--- config.mk ---
export PLATFORM = sky130hd
export DESIGN_NAME = dm_cache_controller
export DESIGN_NICKNAME = d
export VERILOG_FILES = /design/src/rtl/cache_pkg.sv /design/src/rtl/cache_line_array.sv /design/src/rtl/dm_cache_controller.sv
export SDC_FILE = /design/constraint.sdc
export NUM_CORES = 2
export LEC_CHECK = 0
export ABC_CLOCK_PERIOD_IN_PS = 11700
export BUFFER_PORTS_ARGS = -buffer_cell sky130_fd_sc_hd__buf_4
export CORE_ASPECT_RATIO = 1.25
export CORE_UTILIZATION = 45
export CTS_CLUSTER_DIAMETER = 200
export DETAILED_ROUTE_END_ITERATION = 8
export GPL_TIMING_DRIVEN = 0
export PLACE_DENSITY = 0.61
export RECOVER_POWER = 50
export SKIP_CTS_REPAIR_TIMING = 1
export SLEW_MARGIN = 20
export SYNTH_ARGS = -nofsm -noshare
export SYNTH_HDL_FRONTEND = slang
export SYNTH_HIERARCHICAL = 1
export SYNTH_MEMORY_MAX_BITS = 65536
export SYNTH_SLANG_ARGS = --single-unit
--- constraint.sdc ---
create_clock -name clk -period 11.7 [get_ports clk]
set_input_delay 2.925 -clock clk [delete_from_list [all_inputs] [get_ports clk]]
set_output_delay 2.925 -clock clk [all_outputs]
set_load 0.02 [all_outputs]
--- src/rtl/cache_pkg.sv ---
// ============================================================================
// Module : cache_pkg
// Shared geometry, state encoding and address-field helpers for the cache.
// Rev    : 1.0
// ============================================================================
`default_nettype none

package cache_pkg;

    localparam int DEF_ADDR_W         = 10;
    localparam int DEF_DATA_W         = 32;
    localparam int DEF_LINES          = 32;
    localparam int DEF_WORDS_PER_LINE = 4;

    localparam int OFFSET_W = $clog2(DEF_WORDS_PER_LINE);
    localparam int INDEX_W  = $clog2(DEF_LINES);
    localparam int TAG_W    = DEF_ADDR_W - INDEX_W - OFFSET_W;

    typedef enum logic [1:0] {
        S_IDLE  = 2'd0,
        S_FILL  = 2'd1,
        S_WRITE = 2'd2
    } state_t;

    function automatic logic [TAG_W-1:0] addr_tag(input logic [DEF_ADDR_W-1:0] a);
        return a[DEF_ADDR_W-1 -: TAG_W];
    endfunction

    function automatic logic [INDEX_W-1:0] addr_index(input logic [DEF_ADDR_W-1:0] a);
        return a[OFFSET_W +: INDEX_W];
    endfunction

    function automatic logic [OFFSET_W-1:0] addr_offset(input logic [DEF_ADDR_W-1:0] a);
        return a[OFFSET_W-1:0];
    endfunction

endpackage

`default_nettype wire

--- src/rtl/cache_line_array.sv ---
// ============================================================================
// Module : cache_line_array
// Valid/tag/data storage with a combinational read port and one write port.
// Rev    : 1.0
// ============================================================================
`default_nettype none

module cache_line_array #(
    parameter int INDEX_BITS  = 5,
    parameter int OFFSET_BITS = 2,
    parameter int TAG_BITS    = 3,
    parameter int DATA_W      = 32
) (
    input  logic                   clk,
    input  logic                   rst,
    input  logic [INDEX_BITS-1:0]  rd_index,
    input  logic [OFFSET_BITS-1:0] rd_offset,
    output logic                   rd_valid,
    output logic [TAG_BITS-1:0]    rd_tag,
    output logic [DATA_W-1:0]      rd_word,
    input  logic                   wr_en,
    input  logic [INDEX_BITS-1:0]  wr_index,
    input  logic [OFFSET_BITS-1:0] wr_offset,
    input  logic [DATA_W-1:0]      wr_data,
    input  logic                   tag_set,
    input  logic [TAG_BITS-1:0]    wr_tag
);

    localparam int LINES = 1 << INDEX_BITS;
    localparam int WORDS = 1 << (INDEX_BITS + OFFSET_BITS);

    logic [LINES-1:0]    valid_q;
    logic [TAG_BITS-1:0] tag_q  [LINES];
    logic [DATA_W-1:0]   data_q [WORDS];

    assign rd_valid = valid_q[rd_index];
    assign rd_tag   = tag_q[rd_index];
    assign rd_word  = data_q[{rd_index, rd_offset}];

    always_ff @(posedge clk or posedge rst) begin
        if (rst) begin
            valid_q <= '0;
        end else if (wr_en && tag_set) begin
            valid_q[wr_index] <= 1'b1;
        end
    end

    // Tag and data contents are meaningless until valid is set, so no reset.
    always_ff @(posedge clk) begin
        if (wr_en) begin
            data_q[{wr_index, wr_offset}] <= wr_data;
            if (tag_set) begin
                tag_q[wr_index] <= wr_tag;
            end
        end
    end

endmodule

`default_nettype wire

--- src/rtl/dm_cache_controller.sv ---
// ============================================================================
// Module : dm_cache_controller
// Direct-mapped, write-through, no-write-allocate data cache controller.
// Rev    : 1.0
// ============================================================================
`default_nettype none

module dm_cache_controller
    import cache_pkg::*;
#(
    parameter int ADDR_W         = DEF_ADDR_W,
    parameter int DATA_W         = DEF_DATA_W,
    parameter int LINES          = DEF_LINES,
    parameter int WORDS_PER_LINE = DEF_WORDS_PER_LINE
) (
    input  logic              clk,
    input  logic              rst,
    input  logic              read_data,
    input  logic              write_data,
    input  logic [ADDR_W-1:0] address,
    input  logic [DATA_W-1:0] data_in,
    output logic [DATA_W-1:0] data_out,
    output logic              stall,
    output logic              mem_rd_req,
    output logic              mem_wr_req,
    output logic [ADDR_W-1:0] mem_addr,
    output logic [DATA_W-1:0] mem_wdata,
    input  logic [DATA_W-1:0] mem_rdata,
    input  logic              mem_ready
);

    localparam int OFF_BITS = $clog2(WORDS_PER_LINE);
    localparam int IDX_BITS = $clog2(LINES);
    localparam int TAG_BITS = ADDR_W - IDX_BITS - OFF_BITS;

    state_t state, state_next;

    logic [OFF_BITS-1:0]          fill_cnt;
    logic [TAG_BITS+IDX_BITS-1:0] blk_addr;

    logic [TAG_BITS-1:0] req_tag;
    logic [IDX_BITS-1:0] req_idx;
    logic [OFF_BITS-1:0] req_off;
    logic                line_valid;
    logic [TAG_BITS-1:0] line_tag;
    logic [DATA_W-1:0]   line_word;
    logic                hit;
    logic                last_word;

    logic                arr_we;
    logic                arr_tag_set;
    logic [IDX_BITS-1:0] arr_idx;
    logic [OFF_BITS-1:0] arr_off;
    logic [DATA_W-1:0]   arr_wdata;

    assign req_tag   = address[ADDR_W-1 -: TAG_BITS];
    assign req_idx   = address[OFF_BITS +: IDX_BITS];
    assign req_off   = address[OFF_BITS-1:0];
    assign hit       = line_valid && (line_tag == req_tag);
    assign last_word = (fill_cnt == OFF_BITS'(WORDS_PER_LINE - 1));

    cache_line_array #(
        .INDEX_BITS  (IDX_BITS),
        .OFFSET_BITS (OFF_BITS),
        .TAG_BITS    (TAG_BITS),
        .DATA_W      (DATA_W)
    ) u_lines (
        .clk       (clk),
        .rst       (rst),
        .rd_index  (req_idx),
        .rd_offset (req_off),
        .rd_valid  (line_valid),
        .rd_tag    (line_tag),
        .rd_word   (line_word),
        .wr_en     (arr_we),
        .wr_index  (arr_idx),
        .wr_offset (arr_off),
        .wr_data   (arr_wdata),
        .tag_set   (arr_tag_set),
        .wr_tag    (blk_addr[IDX_BITS +: TAG_BITS])
    );

    // Single write port shared by line fill and store-hit update.
    always_comb begin
        arr_we      = 1'b0;
        arr_tag_set = 1'b0;
        arr_idx     = req_idx;
        arr_off     = req_off;
        arr_wdata   = data_in;
        if (state == S_FILL && mem_ready) begin
            arr_we      = 1'b1;
            arr_tag_set = last_word;
            arr_idx     = blk_addr[IDX_BITS-1:0];
            arr_off     = fill_cnt;
            arr_wdata   = mem_rdata;
        end else if (state == S_WRITE && mem_ready && hit) begin
            arr_we = 1'b1;
        end
    end

    always_ff @(posedge clk or posedge rst) begin
        if (rst) begin
            state <= S_IDLE;
        end else begin
            state <= state_next;
        end
    end

    always_ff @(posedge clk or posedge rst) begin
        if (rst) begin
            fill_cnt <= '0;
            blk_addr <= '0;
        end else if (state == S_IDLE && read_data && !write_data && !hit) begin
            fill_cnt <= '0;
            blk_addr <= address[ADDR_W-1:OFF_BITS];
        end else if (state == S_FILL && mem_ready) begin
            fill_cnt <= fill_cnt + OFF_BITS'(1);
        end
    end

    always_comb begin
        state_next = state;
        case (state)
            S_IDLE: begin
                if (write_data) begin
                    state_next = S_WRITE;
                end else if (read_data && !hit) begin
                    state_next = S_FILL;
                end
            end
            S_FILL: begin
                if (mem_ready && last_word) begin
                    state_next = S_IDLE;
                end
            end
            S_WRITE: begin
                if (mem_ready) begin
                    state_next = S_IDLE;
                end
            end
            default: state_next = S_IDLE;
        endcase
    end

    // Outputs are forced low for the whole time rst is asserted.
    always_comb begin
        stall      = 1'b0;
        mem_rd_req = 1'b0;
        mem_wr_req = 1'b0;
        mem_addr   = '0;
        mem_wdata  = '0;
        data_out   = '0;
        if (!rst) begin
            case (state)
                S_IDLE: begin
                    if (write_data) begin
                        stall = 1'b1;
                    end else if (read_data) begin
                        if (hit) begin
                            data_out = line_word;
                        end else begin
                            stall = 1'b1;
                        end
                    end
                end
                S_FILL: begin
                    stall      = 1'b1;
                    mem_rd_req = 1'b1;
                    mem_addr   = {blk_addr, fill_cnt};
                end
                S_WRITE: begin
                    mem_wr_req = 1'b1;
                    mem_addr   = address;
                    mem_wdata  = data_in;
                    stall      = !mem_ready;
                end
                default: ;
            endcase
        end
    end

endmodule

`default_nettype wire

* After elaboration in Yosys (flattened, before gate mapping)
Memory sizes are Yosys's and may differ from the RTL's.
Index checks and enable logic that the tools add are counted.
** Cells by class
- $add $sub $neg :: 1
- Order comparisons :: 3
- Equality and inequality tests :: 7
- Muxes and demuxes :: 40
- Bitwise logic cells :: 1
- Reductions and logical operators :: 17
** Operators with widths (count)
- $mux 32 :: 8
- $or 32x32->32 :: 1
- $pmux 10 s2 :: 1
- $mux 1 :: 18
- $mux 2 :: 7
- $lt 5x6->1 const B :: 2
- $logic_and 1x1->1 :: 11
- $mux 10 :: 1
- $pmux 2 s3 :: 1
- $bmux 1 s5 :: 1
- $demux 1 s5 :: 1
- $ge 5x1->1 const B :: 1
- $mux 5 :: 1
- $eq 2x2->1 const B :: 2
- $eq 3x3->1 :: 1
- $logic_not 1->1 :: 3
- $ne 3x2->1 const B :: 1
- $pmux 1 s3 :: 1
- $reduce_and 3->1 :: 1
- $add 2x1->2 const B :: 1
- $eq 2x1->1 const B :: 1
- $logic_not 2->1 :: 1
- $ne 2x1->1 const B :: 1
- $ne 2x2->1 const B :: 1
- $reduce_bool 2->1 :: 1
** Storage, ports and cells
- Bits in registers :: 44
- Bits in writable memories :: 4192
- Input bits :: 79
- Output and inout port bits :: 77
- Memories :: 2
** Memories
- u_lines.data_q :: words 128, bits a word 32, read ports 1, clocked after Yosys merged registers in 0, write ports 1, line cache_line_array.sv:34 : logic [DATA_W-1:0] data_q [WORDS];
- u_lines.tag_q :: words 32, bits a word 3, read ports 1, clocked after Yosys merged registers in 0, write ports 1, line cache_line_array.sv:33 : logic [TAG_BITS-1:0] tag_q [LINES];

* Logic depth before layout (Yosys ltp)
- Depth after elaboration :: 8
- Mapped depth :: 16
- Depth with buffers taken out :: 10

* Hierarchy
Netlist, hierarchy kept.
** Modules (own cells, without submodules)
- cache_line_array :: times used 1, cells each 6204, area an instance 160577.8 um2, sequential area each 126681.5 um2
- dm_cache_controller :: times used 1, cells each 197, area an instance 1695.4 um2, sequential area each 300.3 um2

* Worst setup path after synthesis
OpenSTA, ideal clock, no wires.
- Path type :: input to output
- Start :: input address[2]
- End :: output data_out[10]
- Arrival time :: 6.488 ns
- Required time :: 8.775 ns
- Path slack :: 2.287 ns
- Stages :: 12
- Path buffers :: 5
- Cell sequence :: buf_2 clkbuf_1 buf_2 buf_1 mux4_2 mux4_2 mux2_2 xnor2_1 and4_1 nor3b_4 buf_4 and2_1
** Between the ends
- Cells in the longest elaborated chain, start to end :: 8
** Ends and longest elaborated chain
- start, declared :: line dm_cache_controller.sv:20 : input logic [ADDR_W-1:0] address,
- $mem_v2 32x3
- net line_tag[2] :: line dm_cache_controller.sv:45 : logic [TAG_BITS-1:0] line_tag;
- $eq 3x3->1 :: line dm_cache_controller.sv:59 : assign hit = line_valid && (line_tag == req_tag);
- $logic_and 1x1->1 :: line dm_cache_controller.sv:59
- $mux 32 :: line dm_cache_controller.sv:159 : if (hit) begin
- $mux 32 :: line dm_cache_controller.sv:158 : end else if (read_data) begin
- $mux 32 :: line dm_cache_controller.sv:156 : if (write_data) begin
- $mux 32 :: line dm_cache_controller.sv:154 : case (state)
- $mux 32 :: line dm_cache_controller.sv:153 : if (!rst) begin
- end, declared :: line dm_cache_controller.sv:22 : output logic [DATA_W-1:0] data_out,
The timed path passes the listed nets, and every way through them passes these cells. The select of a mux whose other input is x is not followed.

* Worst setup path in the final report
- Start :: input address[2]
- End :: output data_out[30]
Same word-level chain as after synthesis.

==> impl_metrics.toml <==
[status]
status = "finished, violations left"
failed_checks = "capacitance limit, slew limit"

[yosys]
synthXorXnorAreaFrac_pct = 0.0216
post_synth_fa_ha_maj_area_fraction_pct = 0.0386
muxShareOfSynthArea_pct = 19.8
post_synth_num_cell_types = 34
largest_family_of_logic_cells_by_synthesized_area = "multiplexers"
synth_sequential_area_ratio_pct = 78.3
synth_top_area_share_pct = 77.6
avg_synthesized_cell_area_um2 = 25.4
synth_compound_area_share_pct = 0.0840
postSynth.topFlopCell = "sky130_fd_sc_hd__edfxtp_1"
netlist_area_before_placement_mm2 = 0.162
synth_warnings = 6
syn_inst = 6401
cell_taking_the_most_area_after_synthesis = "sky130_fd_sc_hd__edfxtp_1"
number_of_synthesized_flops_with_an_enable_pin = 4192
synth.ff_latch_count = 4236
synth_simple_gate_area_share_pct = 0.939
synth_area_leaders = "sky130_fd_sc_hd__edfxtp_1 (78%), sky130_fd_sc_hd__mux4_2 (19%), sky130_fd_sc_hd__dfrtp_1 (0.68%)"
async_flop_share_pct = 1.04
mappedNetlistNets = 6485

[setup_path]
timing.critical_path.from_type = "primary input"
worstPathMaxFanout = 10
cp_data_arrival_time_ns = 8.40
worst_path_most_repeated_cell = "sky130_fd_sc_hd__buf_4"
worst-path-buf-inv = 6
critPathKind = "primary input to output pin"
crit_path_top_delay_cell = "sky130_fd_sc_hd__clkbuf_1"
end_kind = "output pin"
r2r_cells = 7
critical_path.cell_chain = "buf_4 > buf_2 > buf_2 > clkbuf_1 > mux4_2 > mux4_2 > mux2_1 > xnor2_1 > and4_1 > nor3b_4 > buf_4 > and2_1 > buf_4"
critical-path-max-stage-delay_ns = 0.81
worst-endpoint-required_ns = 8.78
path_delay_family = "buffers and inverters"
cp.depth = 13

[placement]
place.port_buffers = 155
placement.cell_area_mm2 = 0.175
place_congestion = 0.909
place_hpwl_mm = 310

[die]
die_h_um = 673
die_outline_area_mm2 = 0.363
ioPinCount = 156
die_w_um = 539
effective_utilization_at_floorplan_pct = 45.2
placementRows = 246
fp.coreArea_mm2 = 0.359

[cts]
cts.sink_count = 4236
tritoncts = "built"
ctsLongestPathBuffers = 4
tritoncts_buffers = 405
ctsHtreeMaxLevel = 5
clk-insertion-delay-late_ns = 0.97
cts_root_buf = "sky130_fd_sc_hd__clkbuf_16"
clk_pin_slew_ns = 0.06

[route]
drt_first_iter_violations = 9341
detail_route.drc_violations = 0
detail_route.vias_per_cell = 6.12
ant_nets = 0
num_vias = 74800
first_pass_iters = 5
routed_wirelength_mm = 439
detail_route.wl_per_cell_um = 36.0

[sta]
post_route_clock_period_utilization_pct = 96.8
tightest_slew_ns = 6.24
setup_viol = 0
rsz0062_at_grt = "false"
max_freq_mhz = 88.3
final-max-slew-violation-count = 4087
post-route-min-period_ns = 11.33
fin_setup_tns_ns = 0
worst_clock_skew_ns = 0.0835
final_hold_viol_count = 0
max-slew-margin-rel_pct = -316

[cells_and_area]
utilization_pct = 52.2
areaGrowthSynthToFinish_pct = 15.5
nNetsFinal = 7242
layout.cells.most_common = "sky130_fd_sc_hd__edfxtp_1"
fillCellCount = 27100
layout.cells.most_common_list = "sky130_fd_sc_hd__edfxtp_1 (4192), sky130_fd_sc_hd__mux4_2 (1384), sky130_fd_sc_hd__clkbuf_16 (408)"
layout_cell_share_with_drive_strength_beyond_1_pct = 35.3
stdcell_area_mm2 = 0.187

[power_and_ir_drop]
leakage_power_nw = 57.6
power_frac_seq_pct = 53.1
p_int_w = 0.0254
power-per-cell-area_mw_per_mm2 = 175
worst_ir_drop_vdd_mv = 0.140
netSwitchingPower_w = 0.00746
clockPowerShare_pct = 39.5
p_sw_share_pct = 22.7
comb_power_share_pct = 7.4

[global_route]
gr-total-overflow = 0
grt_max_degree = 129
groute.usage.overall_pct = 24.2
first_pass_grt_wire_length_mm = 606
grt_antenna_before_repair = 52
number_of_global_route_vias_before_repair = 76200

[worst_hold_path]
whs_path_depth = 1
min_path_type = "flop to flop"

[flow_run]
max_cap_viol_count = 52
cells in the mapped netlist (2+ instances only):
cell and instances:
sky130_fd_sc_hd__buf_1 89, sky130_fd_sc_hd__dfrtp_1 44, sky130_fd_sc_hd__mux4_2 1384, sky130_fd_sc_hd__nand2_1 16, sky130_fd_sc_hd__a21oi_1 4, sky130_fd_sc_hd__ha_1 5, sky130_fd_sc_hd__mux2_2 83, sky130_fd_sc_hd__buf_6 2
sky130_fd_sc_hd__inv_1 6, sky130_fd_sc_hd__and2_1 64, sky130_fd_sc_hd__or2_2 32, sky130_fd_sc_hd__xnor2_1 3, sky130_fd_sc_hd__edfxtp_1 4192, sky130_fd_sc_hd__buf_2 71, sky130_fd_sc_hd__nand4_1 2, sky130_fd_sc_hd__nand3_1 12
sky130_fd_sc_hd__nor2b_1 11, sky130_fd_sc_hd__nor2_1 175, sky130_fd_sc_hd__buf_4 3, sky130_fd_sc_hd__clkbuf_1 179, sky130_fd_sc_hd__a22oi_1 10, sky130_fd_sc_hd__o21ai_0 2
stage by stage:
step                hold slack (ns)  power, W  setup WS, ns  instances
detailed placement            0.449    0.0202       -0.0670      11500
global placement              0.445    0.0200         -2.85      11300
CTS                           0.465    0.0330        -0.106      12200
floorplan                     0.434    0.0189          2.29       6401
finish                        0.462    0.0329         0.372      12200
global route                  0.473    0.0337         0.173      12200
final timing paths:
check                                                     to                             from  slack, ns
max                                             data_out[30]                       address[2]       0.37
min                          u_lines/valid_q[14]$_DFFE_PP0P_  u_lines/valid_q[14]$_DFFE_PP0P_       0.46
max reg2reg                u_lines/data_q[114][28]$_DFFE_PP_             state[1]$_DFFE_PP0P_       4.06
min reg2reg                  u_lines/valid_q[14]$_DFFE_PP0P_  u_lines/valid_q[14]$_DFFE_PP0P_       0.46
max in group asynchronous     u_lines/valid_q[6]$_DFFE_PP0P_                              rst       8.36
min in group asynchronous            blk_addr[5]$_DFFE_PP0P_                              rst       2.12
power by group through the flow:
stage	Combinational [W]	Sequential [W]	Clock, W
after floorplan	0.00126	0.0176	0
after global placement	0.00225	0.0177	0
after detailed placement	0.00256	0.0176	0
after CTS	0.00256	0.0173	0.0132
after global routing	0.00252	0.0174	0.0137
final	0.00242	0.0174	0.0130
state kept, by name, summed over array words and instances, names as in the netlist:
| name | count |
|---|---|
| state | 2 |
| u_lines/tag_q | 96 |
| blk_addr | 8 |
| u_lines/data_q | 4096 |
| u_lines/valid_q | 32 |
| fill_cnt | 2 |
metal layers:
metal / part of all wire [%] / GRT usage (%) / routed length (um)
met5: 0.069 / 0.424 / 304
met4: 3.6 / 7.47 / 16000
met3: 8.9 / 5.46 / 39300
met2: 51 / 41.8 / 224000
met1: 36 / 30.5 / 160000
cells by family after synthesis:
kind of cell / after synthesis
multiplexers: 1467
adder cells (fa/ha/maj): 5
buffers and inverters: 350
AO/OA/AOI/OAI: 20
XOR/XNOR: 4
flip-flops: 4236
AND/OR/NAND/NOR: 319
final cells by class:
type	count	area (um2)	area share, %
Inverter	6	22.5	0.0120
Buffer	342	1480	0.792
Clock buffer	486	10600	5.64
Clock inverter	248	2470	1.32
Antenna cell	24	60.1	0.0320
Sequential cell	4236	127000	67.8
Multi-Input combinational cell	1815	34900	18.6
Tap cell	4712	5900	3.15
Timing Repair Buffer	352	5030	2.68
No activity file was read; power rests on OpenSTA's default activity.
